## src/rtl/caesar_pkg.sv

```systemverilog
// Shared definitions for the Caesar echo byte-stream controller.
//   state_e         : command parser states
//   CMD_KEY/ENC/DEC : command characters that follow the escape byte
//   ALPHA_LEN       : letters in the alphabet
//   is_upper/lower  : ASCII letter classification helpers
package caesar_pkg;

  typedef enum logic [1:0] {
    StIdle,
    StEsc,
    StKey
  } state_e;

  localparam logic [7:0] CMD_KEY = 8'h4B;  // 'K'
  localparam logic [7:0] CMD_ENC = 8'h45;  // 'E'
  localparam logic [7:0] CMD_DEC = 8'h44;  // 'D'

  localparam int unsigned ALPHA_LEN = 26;

  function automatic logic is_upper(input logic [7:0] c);
    return (c >= 8'h41) && (c <= 8'h5A);
  endfunction

  function automatic logic is_lower(input logic [7:0] c);
    return (c >= 8'h61) && (c <= 8'h7A);
  endfunction

endpackage

```

## src/rtl/caesar_stream_ctrl_if.sv

```systemverilog
// Byte-stream bus between the UART receiver/transmitter and the controller.
//   rx_valid/rx_data/rx_err : received byte strobe, byte, framing error
//   tx_ready                : transmitter accepts a byte this cycle
//   tx_valid/tx_data        : byte offered to the transmitter
// master = UART side (drives rx_* and tx_ready), slave = controller.
interface caesar_stream_ctrl_if;
  logic       rx_valid;
  logic [7:0] rx_data;
  logic       rx_err;
  logic       tx_ready;
  logic       tx_valid;
  logic [7:0] tx_data;

  modport master (
    output rx_valid, rx_data, rx_err, tx_ready,
    input  tx_valid, tx_data
  );

  modport slave (
    input  rx_valid, rx_data, rx_err, tx_ready,
    output tx_valid, tx_data
  );
endinterface

```

## src/rtl/caesar_char_shift.sv

```systemverilog
// Combinational Caesar letter shift.
//   data   : input byte
//   shift  : shift amount, 0..25
//   result : letters rotated within their own case, other bytes unchanged
module caesar_char_shift
  import caesar_pkg::*;
(
  input  logic [7:0] data,
  input  logic [4:0] shift,
  output logic [7:0] result
);

  logic [7:0] base;
  logic [7:0] offset;
  logic [5:0] sum;

  always_comb begin
    base   = is_upper(data) ? 8'h41 : 8'h61;
    offset = data - base;
    // Offset and shift are both below 26, so one subtract brings the sum back into range.
    sum    = {1'b0, offset[4:0]} + {1'b0, shift};
    if (sum >= 6'(ALPHA_LEN)) begin
      sum = sum - 6'(ALPHA_LEN);
    end
    if (is_upper(data) || is_lower(data)) begin
      result = base + {2'b00, sum};
    end else begin
      result = data;
    end
  end

endmodule

```

## src/rtl/caesar_stream_ctrl.sv

```systemverilog
// Caesar echo stream controller: parses escape commands (key / mode) from the
// received byte stream and forwards data bytes, shifted, to a one-entry output
// register handshaken to the transmitter.
//   clk, reset_n : clock and synchronous active-low reset
//   bus          : rx byte input and tx valid/ready output (slave side)
//   key          : current shift key, 0..25
//   decrypt      : 1 = shift by (26-key) mod 26
//   overrun      : one-cycle pulse when a data byte is dropped
module caesar_stream_ctrl
  import caesar_pkg::*;
#(
  parameter logic [4:0]  KEY_DEFAULT    = 5'd3,
  parameter logic [7:0]  ESC_BYTE       = 8'h1B,
  parameter int unsigned TIMEOUT_CYCLES = 50_000_000
) (
  input  logic                  clk,
  input  logic                  reset_n,
  caesar_stream_ctrl_if.slave   bus,
  output logic [4:0]            key,
  output logic                  decrypt,
  output logic                  overrun
);

  localparam int unsigned CntW = (TIMEOUT_CYCLES > 1) ? $clog2(TIMEOUT_CYCLES) : 1;
  localparam logic [CntW-1:0] CntLast = CntW'(TIMEOUT_CYCLES - 1);

  state_e          state;
  logic [CntW-1:0] idle_cnt;
  logic            tx_valid_q;
  logic [7:0]      tx_data_q;

  logic       rx_good;
  logic [4:0] eff_shift;
  logic [7:0] shifted;
  logic       emit;
  logic [7:0] emit_byte;
  logic       can_load;
  logic [7:0] key_upper;
  logic [7:0] key_lower;

  assign bus.tx_valid = tx_valid_q;
  assign bus.tx_data  = tx_data_q;

  always_comb begin
    rx_good   = bus.rx_valid && !bus.rx_err;
    eff_shift = (decrypt && (key != 5'd0)) ? (5'(ALPHA_LEN) - key) : key;
    // A doubled escape is emitted as a literal, bypassing the cipher.
    emit      = rx_good && (((state == StIdle) && (bus.rx_data != ESC_BYTE)) ||
                            ((state == StEsc) && (bus.rx_data == ESC_BYTE)));
    emit_byte = (state == StEsc) ? ESC_BYTE : shifted;
    can_load  = !tx_valid_q || bus.tx_ready;
    key_upper = bus.rx_data - 8'h41;
    key_lower = bus.rx_data - 8'h61;
  end

  caesar_char_shift u_shift (
    .data   (bus.rx_data),
    .shift  (eff_shift),
    .result (shifted)
  );

  always_ff @(posedge clk) begin
    if (!reset_n) begin
      state      <= StIdle;
      idle_cnt   <= '0;
      tx_valid_q <= 1'b0;
      tx_data_q  <= 8'h00;
      key        <= KEY_DEFAULT;
      decrypt    <= 1'b0;
      overrun    <= 1'b0;
    end else begin
      overrun <= 1'b0;

      // Output register: load wins over clear, a blocked load is dropped.
      if (emit) begin
        if (can_load) begin
          tx_valid_q <= 1'b1;
          tx_data_q  <= emit_byte;
        end else begin
          overrun <= 1'b1;
        end
      end else if (tx_valid_q && bus.tx_ready) begin
        tx_valid_q <= 1'b0;
      end

      if (bus.rx_valid) begin
        idle_cnt <= '0;
        if (bus.rx_err) begin
          state <= StIdle;
        end else begin
          case (state)
            StIdle: begin
              if (bus.rx_data == ESC_BYTE) state <= StEsc;
            end
            StEsc: begin
              state <= StIdle;
              if (bus.rx_data == CMD_KEY) begin
                state <= StKey;
              end else if (bus.rx_data == CMD_ENC) begin
                decrypt <= 1'b0;
              end else if (bus.rx_data == CMD_DEC) begin
                decrypt <= 1'b1;
              end
            end
            StKey: begin
              state <= StIdle;
              if (is_upper(bus.rx_data)) begin
                key <= key_upper[4:0];
              end else if (is_lower(bus.rx_data)) begin
                key <= key_lower[4:0];
              end
            end
            default: state <= StIdle;
          endcase
        end
      end else if (state != StIdle) begin
        // Abandon a half-entered command after a long silence.
        if (idle_cnt == CntLast) begin
          state    <= StIdle;
          idle_cnt <= '0;
        end else begin
          idle_cnt <= idle_cnt + 1'b1;
        end
      end
    end
  end

endmodule
```

## src/flat_wrapper.sv

```systemverilog
// flat-port wrapper written by rule: the top's interface ports become plain ports
module caesar_stream_ctrl_flat import caesar_pkg::*;
#(
  parameter logic [4:0]  KEY_DEFAULT    = 5'd3,
  parameter logic [7:0]  ESC_BYTE       = 8'h1B,
  parameter int unsigned TIMEOUT_CYCLES = 50_000_000
)
  (clk, reset_n, key, decrypt, overrun, bus_rx_valid, bus_rx_data, bus_rx_err, bus_tx_ready, bus_tx_valid, bus_tx_data);
  caesar_stream_ctrl_if bus_i ();
  input  logic clk;
  input  logic reset_n;
  output logic [4:0] key;
  output logic decrypt;
  output logic overrun;
  input wire logic [$bits(bus_i.rx_valid)-1:0] bus_rx_valid;
  input wire logic [$bits(bus_i.rx_data)-1:0] bus_rx_data;
  input wire logic [$bits(bus_i.rx_err)-1:0] bus_rx_err;
  input wire logic [$bits(bus_i.tx_ready)-1:0] bus_tx_ready;
  output wire logic [$bits(bus_i.tx_valid)-1:0] bus_tx_valid;
  output wire logic [$bits(bus_i.tx_data)-1:0] bus_tx_data;
  assign bus_i.rx_valid = bus_rx_valid;
  assign bus_i.rx_data = bus_rx_data;
  assign bus_i.rx_err = bus_rx_err;
  assign bus_i.tx_ready = bus_tx_ready;
  assign bus_tx_valid = bus_i.tx_valid;
  assign bus_tx_data = bus_i.tx_data;
  caesar_stream_ctrl #(.KEY_DEFAULT(KEY_DEFAULT), .ESC_BYTE(ESC_BYTE), .TIMEOUT_CYCLES(TIMEOUT_CYCLES)) u_core (.clk(clk), .reset_n(reset_n), .bus(bus_i), .key(key), .decrypt(decrypt), .overrun(overrun));
endmodule
```

## config.mk

```make
export PLATFORM = sky130hd
export DESIGN_NAME = caesar_stream_ctrl_flat
export DESIGN_NICKNAME = d
export VERILOG_FILES = /design/src/rtl/caesar_pkg.sv /design/src/rtl/caesar_stream_ctrl_if.sv /design/src/rtl/caesar_char_shift.sv /design/src/rtl/caesar_stream_ctrl.sv /design/src/flat_wrapper.sv
export SDC_FILE = /design/constraint.sdc
export NUM_CORES = 1
export LEC_CHECK = 0
export BUFFER_PORTS_ARGS = -buffer_cell sky130_fd_sc_hd__buf_2
export CAP_MARGIN = 5
export CORE_UTILIZATION = 40
export CTS_CLUSTER_SIZE = 40
export DETAILED_ROUTE_END_ITERATION = 8
export SKIP_LAST_GASP = 1
export SLEW_MARGIN = 10
export SYNTH_ARGS = -nofsm -noshare
export SYNTH_HDL_FRONTEND = slang
export SYNTH_HIERARCHICAL = 1
export SYNTH_SLANG_ARGS = --single-unit
```

## constraint.sdc

```tcl
create_clock -name clk -period 3.6 [get_ports clk]
set_input_delay 0.72 -clock clk [delete_from_list [all_inputs] [get_ports clk]]
set_output_delay 0.72 -clock clk [all_outputs]
set_load 0.05 [all_outputs]
```

==> flow_summary.json, run 1 <==
{
  "cts_made_buffers": 5,
  "syn-cell-area_mm2": 0.00331,
  "avgSynthCellArea_um2": 8.50,
  "synth_fp_nets": 423,
  "endpoint_kind": "flip-flop",
  "drt-total-wl_um": 8250,
  "critPathMaxFanout": 3,
  "die_h_um": 93.0,
  "cts-root-buf": "clkbuf_8",
  "die_x_um": 93.0,
  "synth_cells": 390,
  "finClkSkew_ns": 0.00825,
  "fin_hold_ws_ns": 0.471,
  "fin_nets": 494,
  "hp-class": "flip-flop to flip-flop",
  "grt_pass1_vias": 2889,
  "ios": 29,
  "postRouteAntennaNets": 0,
  "fmax_mhz": 272,
  "hold_violations": 0,
  "antenna-diode-count": 0,
  "htree_levels": 2,
  "grt_max_degree": 19,
  "min_period_ns": 3.67,
  "final_util_pct": 53.1,
  "cap_viol_max_count": 0,
  "wl_per_cell_um": 14.6,
  "clock_latency_ns": 0.29,
  "row_count": 32,
  "portBuffers": 28,
  "grt_pass1_wl_um": 13700,
  "setup_viol": 4,
  "via_per_inst": 5.57,
  "drt-initial-drc-count": 128,
  "synth_seq_cells": 44,
  "synthDistinctLibCells": 67,
  "clk_path_buf_depth": 2,
  "ys_seq_area_share_pct": 26.6,
  "layout_common_cells": "52 x buf_4, 38 x dfxtp_1, 33 x nand2_1, 28 x buf_2, 22 x nor3_1",
  "layout-area-overhead-vs-synth_pct": 26.3,
  "period_share_pct": 102,
  "p_leak_nw": 1.65,
  "layout_commonest_cell": "buf_4",
  "start_util_pct": 42.0,
  "synth-edff-count": 0,
  "worst_ep_arrival_time_ns": 3.86,
  "dr.pass1.iters": 4,
  "peakVddDrop_mv": 0.211,
  "critPathLaunchType": "flip-flop",
  "outcome": "finished, violations left",
  "gp_congestion": 0.788,
  "yosys.area.top_type": "dfxtp_1",
  "synth_area_leaders": "dfxtp_1 27%, ha_1 7.2%, xnor2_1 4.2%, nand2_1 3.7%, nor3_1 3.3%",
  "slew_headroom_pct": 57.1,
  "hpwl_um": 6040,
  "gr-total-overflow": 0,
  "critPathKind": "flip-flop to flip-flop",
  "rsz0062_at_grt": "true",
  "required_ns": 3.79,
  "synthFlopType": "dfxtp_1",
  "antenna_found_initial": 0,
  "drc": 0,
  "cts_tree": "yes",
  "async_flop_share_pct": 0,
  "final_max_slew_viol_count": 0,
  "power_density_mw_per_mm2": 284,
  "ys_warn_count": 6,
  "vias": 3143,
  "setup_slack_ns": -0.0731,
  "violations": "setup timing",
  "drive_above_1_share_pct": 31.8,
  "path_clk_slew_ns": 0.08,
  "synth_top_area_share_pct": 26.6,
  "coreArea_mm2": 0.00789,
  "grt_usage_pct": 19.5,
  "clock-sinks": 44,
  "die_area_mm2": 0.00865,
  "worst_pin_slew_ns": 0.639
}
-- where the power goes --
group | leakage (nW) | switching [mW] | internal, mW
Combinational | 1.25 | 0.196 | 0.184
Clock | 0.0424 | 0.174 | 0.139
Sequential | 0.357 | 0.00328 | 0.492
-- sequential cells by signal, summed over array words and instances (netlist names) --
register             count
u_core/idle_cnt         26
u_core/bus.tx_valid      1
u_core/state             2
u_core/decrypt           1
u_core/key               5
u_core/bus.tx_data       8
u_core/overrun           1
-- layer usage --
layer	track usage [%]	vias to the layer above	wire, µm
li1	-	1619	-
met3	2.68	9	175
met1	27.5	1475	4250
met4	4.23	0	103
met2	31.3	40	3720
met5	0	-	0
-- synth_stat cells (10+ instances only) --
cell type,instances
dfxtp_1,44
nand2_1,33
nor3_1,22
ha_1,19
a21oi_1,17
inv_1,17
nor2_1,16
xnor2_1,16
a211oi_1,11
nand4_1,11
xor2_1,11
nand2b_1,10
o21ai_0,10
-- final timing paths --
| path | cells past startpoint | endpoint | startpoint | slack, ns |
|---|---|---|---|---|
| worst min-delay path | 2 | u_core/bus.tx_data[2] | u_core/bus.tx_data[2] | 0.47 |
| worst min register to register | 2 | u_core/bus.tx_data[2] | u_core/bus.tx_data[2] | 0.47 |
| worst max-delay path | 17 | u_core/bus.tx_data[4] | u_core/key[1] | -0.07 |
| worst max register to register | 17 | u_core/bus.tx_data[4] | u_core/key[1] | -0.07 |
-- kinds of logic (layout without fill, tap and decap cells) --
group                      Yosys count  count (layout)  synth area share, %
AOI/OAI and AO/OA                   93              93                 22.3
buffers and inverters               35             107                 4.30
and+or+nand+nor                    157             157                 27.0
DFF                                 44              44                 26.6
adders and majority gates           20              20                 7.78
muxes                               13              13                 4.38
xor gates and xnor gates            28              28                 7.63
-- area by class of cell --
class | instances | area, µm²
Multi-Input combinational cell | 311 | 2460
Inverter | 17 | 66.3
Tap cell | 102 | 128
Sequential cell | 44 | 891
Clock inverter | 1 | 8.76
Fill cell | 739 | 3700
Timing Repair Buffer | 82 | 553
Clock buffer | 7 | 76.3
-- what timing repair did --
action	CTS	global route
hold buffers	0	0
buffers inserted	9	6
setup endpoints to repair	5	7
endpoints found under the hold margin	0	0
pin swaps	17	13
gates resized for setup	22	7
-- worst max-delay path: stages (launching register included) --
cell	delay (ns)
dfxtp_4	0.36
inv_4	0.06
ha_4	0.12
inv_2	0.03
o41ai_4	0.24
buf_4	0.18
o21ai_2	0.08
fa_2	0.40
a211oi_4	0.30
nor2_4	0.09
xor2_2	0.17
a21boi_4	0.23
mux2i_2	0.33
nand3_2	0.11
xor2_1	0.18
mux2_4	0.27
nand2b_4	0.13
o311a_1	0.28
-- through the flow --
| stage | power, mW | instances | TNS, ns | cell area (µm²) | setup WS [ns] |
|---|---|---|---|---|---|
| 3_3_place_gp | 0.831 | 541 | -1.29 | 3870 | -0.275 |
| 2_1_floorplan | 0.717 | 390 | -0.104 | 3370 | -0.104 |
| 5_1_grt | 1.25 | 564 | -1.03 | 4190 | -0.190 |
| 3_5_place_dp | 0.834 | 541 | -1.19 | 3870 | -0.289 |
| 6_report | 1.19 | 564 | -0.180 | 4190 | -0.0731 |
| 4_1_cts | 1.18 | 558 | -0.319 | 4110 | -0.0905 |
No activity file was read; power rests on OpenSTA's default activity.
==> inputs of run 2 (changes only) <==
Settings changed: SYNTH_HIERARCHICAL 1 to not set.
==> run 2 against run 1 <==
Fmax rose by 9.8%. The run now ends clean. Critical path depth fell by 3. Count of clock-buffer cells in the layout fell by 1. Synthesized cell count fell by 13%. Clock skew rose by 0.0013 ns. First-iteration DRC count fell by 53%. Non-clock buffer count fell by 33. Worst setup slack improved by 0.33 ns. Critical endpoint is now u_core.bus.tx_data[4]. Register-to-register slack improved by 0.39 ns. Global-route usage rose by 0.22 points. Via count fell by 20%. Highest routed layer unchanged. Sequential power barely moved.
==> flow_summary.json, run 2 <==
{
  "p_seq_share_pct": 42.9,
  "largest_reg_flops": 26,
  "antenna-diode-count": 0,
  "coreArea_mm2": 0.00653,
  "fillCellCount": 631,
  "die_x_um": 85.3,
  "hold_violations": 0,
  "outcome": "finished clean",
  "drive_above_1_share_pct": 16.8,
  "final_area_mm2": 0.00326,
  "synth_fp_nets": 369,
  "path_buf_inv": 2,
  "path_clk_slew_ns": 0.09,
  "clk_path_buf_depth": 2,
  "min_period_ns": 3.35,
  "ys_seq_area_share_pct": 31.7,
  "critPathSlowestCell": "or3b_2",
  "start_util_pct": 42.5,
  "cts_tree": "yes",
  "avgSynthCellArea_um2": 8.19,
  "post-synth-top-count-cell": "dfxtp_1",
  "endpoint_kind": "flip-flop",
  "crit_top_cell": "ha_1",
  "die_area_mm2": 0.00728,
  "cts-root-buf": "clkbuf_8",
  "grt_usage_pct": 19.7,
  "grt_pass1_vias": 2460,
  "report.power.total_mw": 1.16,
  "grt_pass1_wl_um": 11600,
  "hp-class": "flip-flop to flip-flop",
  "worst_ep_arrival_time_ns": 3.56,
  "comb_power_share_pct": 22.6,
  "p_leak_nw": 1.40,
  "grt_max_degree": 26,
  "path_cells": "buf_2 > inv_1 > ha_1 > or3b_2 > xnor2_1 > ha_1 > or3_4 > nand4_4 > o21ai_0 > nand2_1 > nand2_1 > ha_1 > and3b_1 > o41ai_2",
  "critPathKind": "primary input to flip-flop",
  "synth_common_cells": "44 x dfxtp_1, 39 x nand2_1, 36 x nor2_1",
  "layout-area-overhead-vs-synth_pct": 17.3,
  "drt-initial-drc-count": 60,
  "cpLargestDelayFamily": "simple AND/OR/NAND/NOR gates",
  "dpl_cell_area_mm2": 0.00313,
  "die_h_um": 85.3,
  "slew_headroom_pct": 42.3,
  "final_util_pct": 49.8,
  "clock-sinks": 44,
  "synthFlopType": "dfxtp_1",
  "p_sw_share_pct": 28.7,
  "peakVddDrop_mv": 0.266,
  "antenna_found_initial": 0,
  "drt-total-wl_um": 6550,
  "wl_per_cell_um": 14.1,
  "power_frac_clock_pct": 34.5,
  "synth_cells": 339,
  "fmax_mhz": 299,
  "via_per_inst": 5.46,
  "power_switching_mw": 0.333,
  "synth-edff-count": 0,
  "rsz0062_at_grt": "false",
  "syn-cell-area_mm2": 0.00278,
  "yosys.area.top_type": "dfxtp_1",
  "layout_common_cells": "44 x dfxtp_1, 39 x nand2_1, 36 x nor2_1, 28 x buf_2, 23 x xor2_1",
  "cts_setup_buffers": 0,
  "drc": 0,
  "vias": 2530,
  "r2r_setup_slack_ns": 0.32,
  "tns_ns": 0,
  "layout_commonest_cell": "dfxtp_1",
  "ys_warn_count": 0,
  "hpwl_um": 5090,
  "period_share_pct": 92.9,
  "critPathLaunchType": "primary input",
  "worst_pin_slew_ns": 0.864,
  "p_int_mw": 0.826,
  "async_flop_share_pct": 0,
  "synth_top_area_share_pct": 31.7,
  "regMostFlops": "u_core.idle_cnt",
  "cp_slowest_stage_delay_ns": 0.47,
  "final_max_slew_viol_count": 0,
  "synth_area_leaders": "dfxtp_1 32%, xor2_1 7.3%, ha_1 7.2%, nand2_1 5.3%, nor2_1 4.9%",
  "gp_congestion": 0.846,
  "fin_nets": 415,
  "cts_made_buffers": 5,
  "critPathMaxFanout": 5,
  "setup_viol": 0,
  "dr.pass1.iters": 5,
  "power_density_mw_per_mm2": 356,
  "synthDistinctLibCells": 59,
  "required_ns": 3.81,
  "htree_levels": 2,
  "row_count": 29,
  "postRouteAntennaNets": 0,
  "portBuffers": 28,
  "finClkSkew_ns": 0.00952,
  "cap_viol_max_count": 0,
  "gr-total-overflow": 0,
  "ios": 29,
  "clock_latency_ns": 0.30,
  "synth_seq_cells": 44
}
run 2: cell count changes in the layout (fill, tap and decap cells not counted), sizes merged, moves of 7 or more:
cell    change
nor2       +19
a211oi     -14
nand2       +7
buf        -33
o31ai       -8
nor3       -15
xor2       +11
run 2: layout make-up:
class	count	area, µm²	share of cell area [%]
Sequential cell	44	881	27.1
Inverter	14	52.6	1.61
Clock buffer	6	82.6	2.54
Timing Repair Buffer	49	298	9.15
Clock inverter	2	38.8	1.19
Multi-Input combinational cell	271	1810	55.5
Tap cell	77	96.3	2.96
run 2: worst paths after layout:
path | from | endpoint | cells past startpoint
setup / recovery | bus_rx_data[1] | u_core.bus.tx_data[4] | 14
setup reg to reg | u_core.key[0] | u_core.bus.tx_data[4] | 14
hold reg to reg | u_core.idle_cnt[1] | u_core.idle_cnt[1] | 2
hold / removal | u_core.idle_cnt[1] | u_core.idle_cnt[1] | 2
run 2: logic make-up (layout without fill, tap and decap cells):
| group | Yosys count | after routing | synth area share [%] |
|---|---|---|---|
| flip-flops | 44 | 44 | 31.7 |
| adder cells (fa/ha/maj) | 17 | 17 | 7.93 |
| XOR/XNOR | 33 | 33 | 10.4 |
| multiplexers | 3 | 3 | 1.08 |
| buffers and inverters | 24 | 71 | 3.47 |
| AO/OA/AOI/OAI | 69 | 69 | 17.2 |
| AND/OR/NAND/NOR | 149 | 149 | 28.2 |
run 2: power groups by stage:
| stage | clock, mW | sequential [mW] | combinational, mW |
|---|---|---|---|
| 2_1_floorplan | 0 | 0.534 | 0.150 |
| 3_3_place_gp | 0 | 0.509 | 0.262 |
| 3_5_place_dp | 0 | 0.509 | 0.261 |
| 4_1_cts | 0.411 | 0.498 | 0.262 |
| 5_1_grt | 0.430 | 0.499 | 0.291 |
| 6_report | 0.400 | 0.498 | 0.262 |
run 2: repair_timing:
action,in CTS,in global routing
gates resized for setup,0,2
endpoints found under the setup margin,0,7
hold buffers,0,0
run 2: per-layer routing:
| metal | GRT usage, % | part of all wire, % |
|---|---|---|
| met1 | 25.9 | 49 |
| met2 | 33.6 | 46 |
| met3 | 3.21 | 3.6 |
| met4 | 5.15 | 1.4 |
| met5 | 0 | 0 |
run 2: metrics by stage:
stage	hold WS [ns]	cells	setup WS, ns
global placement	0.458	455	0.0181
CTS	0.485	463	0.0969
finish	0.480	463	0.255
global route	0.518	463	0.0251
detailed placement	0.468	455	-0.0259
floorplan	0.449	339	0.0742
run 2: worst min-delay path, delay by kind of cell, from the launching register on:
kind            cells  cell delay, ns
compound gates      1            0.05
flops               1            0.33
simple gates        1            0.06
